[config.mk]
export PLATFORM = sky130hd
export DESIGN_NAME = fetch_decode
export DESIGN_NICKNAME = d
export VERILOG_FILES = /design/src/rtl/fetch_decode.sv
export SDC_FILE = /design/constraint.sdc
export NUM_CORES = 1
export LEC_CHECK = 0
export CORE_MARGIN = 2
export CORE_UTILIZATION = 30
export DETAILED_ROUTE_END_ITERATION = 8
export GPL_TIMING_DRIVEN = 0
export HOLD_SLACK_MARGIN = 0.03
export MAX_ROUTING_LAYER = met4
export PLACE_DENSITY_LB_ADDON = 0.1
export SYNTH_ARGS = -nofsm -noshare
export SYNTH_HDL_FRONTEND = slang
export SYNTH_SLANG_ARGS = --single-unit
[constraint.sdc]
create_clock -name fetch_clk -period 1.4 [get_ports fetch_clk]
set_input_delay 0.21 -clock fetch_clk [delete_from_list [all_inputs] [get_ports fetch_clk]]
set_output_delay 0.21 -clock fetch_clk [all_outputs]
set_load 0.02 [all_outputs]
[src/rtl/fetch_decode.sv]
// fetch_decode: fetch/decode front end, FETCH->WAIT->ISSUE handshake with execute.
// Optional macro ILLEGAL_TRAP_EN: undefined opcodes halt the core and set a sticky illegal_op.
module fetch_decode #(
  parameter int PC_W = 15,
  parameter int INSTR_W = 24,
  parameter logic [PC_W-1:0] RESET_PC = '0
) (
  input  logic               fetch_clk,
  input  logic               fetch_rst_n,
  input  logic [INSTR_W-1:0] instr_in,
  input  logic [INSTR_W-1:0] rs1_data,
  input  logic               exec_ready,
  output logic [PC_W-1:0]    fetch_PC,
  output logic               instr_valid,
  output logic [3:0]         opcode,
  output logic [3:0]         rd,
  output logic [3:0]         rs1,
  output logic [3:0]         rs2,
  output logic [7:0]         imm,
  output logic [7:0]         mem_addr,
  output logic               we_load_mem,
  output logic               we_store_mem,
  output logic               halted,
  output logic               illegal_op
);
  typedef enum logic [1:0] {FETCH, WAIT, ISSUE, HALT} state_t;
  localparam logic [3:0] OP_JMP = 4'h7, OP_LD = 4'hA, OP_ST = 4'hB, OP_HALT = 4'hF;
  state_t state_q, state_d;
  logic [PC_W-1:0] pc_q, pc_d;
  logic [INSTR_W-1:0] ir_q, ir_d;
  logic trap, stop, unused;
  assign unused = ^{rs1_data[INSTR_W-1:PC_W], ir_q[15:12]};
  assign opcode = ir_q[23:20];
  assign rd = (opcode == OP_LD) ? ir_q[3:0] : ir_q[19:16];
  assign rs1 = ir_q[11:8];
  assign rs2 = ir_q[3:0];
  assign imm = ir_q[7:0];
  assign mem_addr = ir_q[11:4];
  assign fetch_PC = pc_q;
  assign instr_valid = (state_q == ISSUE);
  assign we_load_mem = instr_valid && (opcode == OP_LD);
  assign we_store_mem = instr_valid && (opcode == OP_ST);
  assign halted = (state_q == HALT);
  assign stop = (opcode == OP_HALT) || trap;
`ifdef ILLEGAL_TRAP_EN
  logic illegal_q;
  assign trap = !(opcode inside {4'h0, 4'h3, 4'h7, 4'h8, 4'hA, 4'hB, 4'hD, 4'hF});
  assign illegal_op = illegal_q;
  always_ff @(posedge fetch_clk or negedge fetch_rst_n)
    if (!fetch_rst_n) illegal_q <= 1'b0;
    else if (instr_valid && exec_ready && trap) illegal_q <= 1'b1;
`else
  assign trap = 1'b0;
  assign illegal_op = 1'b0;
`endif
  always_comb begin
    state_d = state_q;
    pc_d = pc_q;
    ir_d = ir_q;
    case (state_q)
      FETCH: state_d = WAIT;
      WAIT: begin
        ir_d = instr_in;
        state_d = ISSUE;
      end
      ISSUE: if (exec_ready) begin
        state_d = stop ? HALT : FETCH;
        pc_d = stop ? pc_q : (opcode == OP_JMP) ? rs1_data[PC_W-1:0] : pc_q + PC_W'(1);
      end
      default: ;
    endcase
  end
  always_ff @(posedge fetch_clk or negedge fetch_rst_n)
    if (!fetch_rst_n) begin
      state_q <= FETCH;
      pc_q <= RESET_PC;
      ir_q <= '0;
    end else begin
      state_q <= state_d;
      pc_q <= pc_d;
      ir_q <= ir_d;
    end
endmodule

==> metrics.md <==
| Metric | Value |
|---|---|
| Failing checks | `setup timing` |
| Status | `finished with violations` |
| Final Slew Violations | `0` |
| Synth Warn # | `0` |
| Die ar. | `about 8000 µm²` |
| Final Cell Area | `3870 µm²` |
| Crit-path leading delay family | `flip-flops` |
| Drt drc | `0` |
| Hpwl dp | `~4300 µm` |
| Vias in the first global route | `roughly 1,900` |
| P&R area growth vs syn | `77.6%` |
| Syn Area/Cell | `around 10 µm²` |
| CP Class | `reg -> out` |
| Port Buffers | `88` |
| CP most frequent cell | `buf_6` |
| Die Y | `between 80 and 90 µm` |
| Number of nets with antenna violations after routing | `0` |
| Setup Skew | `roughly 0.0083 ns` |
| Crit start category | `flop` |
| Crit path cell chain | `buf_6 > and4bb_4 > mux2_4 > buf_6` |
| Post-synthesis cell area | `approximately 2200 µm²` |
| Seq/Total Area, Yosys | `0.425` |
| CTS tree | `built` |
| Overflow after GRT | `0` |
| Crit-path max FO | `5` |
| Initial drt markers | `73` |
| Worst R2R Path Depth | `7` |
| Max-cap check violation count | `0` |
| First-pass iteration count of the detailed router | `4` |
| Slowest-stage cell, CP | `dfrtp_1` |
| Post-DP Area | `3240 µm²` |
| Root Driver | `clkbuf_8` |
| Ant diodes | `0` |
| Max IR drop VDD | `315 µV` |
| CP endpoint kind | `output pin` |
| Layout Nets | `397` |
| Mapped Cells | `about 210` |
| Final Hold Viols | `0` |
| RePlAce Congestion | `a little under 0.8` |
| Worst hold-check path type | `in -> async` |
| Worst path required time | `~1.2 ns` |
| Syn nets | `around 270` |
| Clk sinks | `37` |
| Die Span X | `89.2 µm` |
| CP peak stage delay | `about 0.37 ns` |
| Initial Util | `0.305` |
| Cts bufs inserted | `5` |
| Register area | `between 900 and 1000 µm²` |
| Clk slew on worst S/H paths | `0.08 ns` |
| Vias per inst | `between 4 and 5` |
| Multi-input gate area | `1200 µm²` |
| Via count | `between 2,000 and 2,500` |
| RSZ-0062 raised after global routing | `yes` |
| Layout cells sized above 1 | `0.480` |
| Antenna violations before repair | `0` |
| Fin crit period | `1.73 ns` |
| # rows | `31` |
| I/O pin count | `roughly 100` |
| H-tree lvl count | `2` |
| Core ar. | `between 7000 and 8000 µm²` |
| Register bit total from synthesis | `37` |
| Pwr Total | `approximately 2.2 mW` |
| Critical path depth in cells | `4` |
| Crit path DAT | `approximately 1.5 ns` |
| Routed length per instance | `between 10 and 15 µm` |
| Filler cell count | `712` |
| DRT Wirelength | `around 6300 µm` |
| Final setup fails | `22` |
| PD cells | `567 nW/µm²` |
| P_leak | `1.87 nW` |
| Commonest cells after routing, fill and taps aside | `buf_4, clkdlybuf4s50_1, dlygate4sd2_1` |
| Clk_lat worst skew | `0.29 ns` |
| Clk buf depth | `2` |
| Final Cycle Share | `1.23` |
| Fmax | `about 0.58 GHz` |
| Final core utilization | `0.542` |
| Final Worst Setup Slack | `-0.328 ns` |
| Count of different cell masters after synthesis | `42` |
| Largest net degree at the start of global routing | `29` |
| Buffers & Inverters on Critical Path | `2` |
| First-pass GRT wire length | `9680 µm` |
| All-Layer GR Usage | `0.167` |
| Commonest non-fill, non-tap cell in the layout | `buf_4` |
[sequential cells by signal (all words and copies together) (netlist names)]
signal and flops:
ir_q 20, fetch_PC 15, state_q 2
[per-stage QoR]
| step | hold WS [ns] | TNS, ns | setup WS [ns] | cells |
|---|---|---|---|---|
| 4_1_cts | 0.332 | -2.85 | -0.346 | 433 |
| 3_3_place_gp | 0.490 | -43.26 | -1.08 | 400 |
| 3_5_place_dp | 0.107 | -8.72 | -0.547 | 401 |
| 6_report | 0.320 | -4.64 | -0.328 | 441 |
| 2_1_floorplan | -0.0856 | -0.336 | -0.0817 | 213 |
| 5_1_grt | 0.360 | -6.13 | -0.379 | 441 |
[cell usage after synthesis, drive strengths merged]
cell type	instances	area, µm²
buf	38	275
dfrtp	37	926
mux2	24	270
a21oi	14	81.3
nand2	12	45.0
nor2	12	45.0
nand3	6	30.0
nor3	6	30.0
ha	5	62.6
o21ai	5	25.0
a31oi	4	25.0
inv	4	15.0
nand4	4	25.0
o22a	4	35.0
a311oi	3	26.3
nor4	3	18.8
o21a	3	22.5
o22ai	3	18.8
a2bb2oi	2	17.5
and2	2	12.5
and3	2	12.5
and4	2	17.5
nand2b	2	12.5
nand4b	2	17.5
or3	2	12.5
a2111o	1	11.3
a21o	1	7.51
a41oi	1	8.76
and4b	1	10.0
and4bb	1	12.5
clkbuf	1	3.75
conb	1	3.75
nor4b	1	8.76
o2111a	1	11.3
o21bai	1	7.51
o2bb2ai	1	8.76
or2	1	6.26
[per-layer routing]
metal / part of all wire / GRT usage
met1: 0.44 / 0.210
met5: 0 / -
met4: 0.015 / 0.0556
met3: 0.038 / 0.0259
met2: 0.51 / 0.273
[worst paths after layout]
path	to	start	slack, ns
setup / recovery	rd[3]	ir_q[23]$_DFFE_PN0N_	-0.33
hold reg to reg	ir_q[17]$_DFFE_PN0N_	ir_q[17]$_DFFE_PN0N_	0.51
max in group asynchronous	state_q[1]$_DFFE_PN0P_	fetch_rst_n	0.63
hold / removal	fetch_PC[5]$_DFFE_PN0P_	fetch_rst_n	0.32
setup reg to reg	fetch_PC[11]$_DFFE_PN0P_	ir_q[23]$_DFFE_PN0N_	-0.27
min in group fetch_clk	fetch_PC[0]$_DFFE_PN0P_	rs1_data[0]	0.50
[worst reg2reg max path: stages (launching register included)]
cell,delay [ns]
dfrtp_1,0.39
buf_6,0.13
buf_4,0.12
buf_6,0.10
nand4b_1,0.18
buf_6,0.17
or3_1,0.34
o2111a_1,0.12
[what timing repair did]
action                                 4_1_cts  5_1_grt
hold buffers                                 1        0
cloned                                       4        0
setup buffers                               20       10
resized for setup                          145       44
setup endpoints to repair                   85       48
pin swaps                                   21       12
endpoints found under the hold margin        9        0
[report_power, final]
part | switching [mW] | internal, mW | total (mW) | leakage [nW]
clock network | 0.401 | 0.581 | 0.982 | 0.0585
registers | 0 | 1.07 | 1.07 | 0.500
logic | 0.0451 | 0.0981 | 0.143 | 1.31
[layout make-up]
class / instances / share of cell area
multi-input combinational: 133 / 0.309
timing repair buffer: 123 / 0.299
sequential: 37 / 0.241
buffer: 37 / 0.0850
tap: 99 / 0.0320
clock buffer: 7 / 0.0223
clock inverter: 1 / 0.00776
inverter: 4 / 0.00388
[cells by family (layout without fill, tap and decap cells)]
logic type | after synthesis | count (layout) | share of synthesized area
fa+ha+maj | 5 | 5 | 0.0287
compound gates | 44 | 44 | 0.141
flops | 37 | 37 | 0.425
buf+inv | 43 | 172 | 0.135
other cells | 1 | 1 | 0.00172
simple gates | 59 | 59 | 0.145
mux | 24 | 24 | 0.124
(Power assumes the default switching activity.)
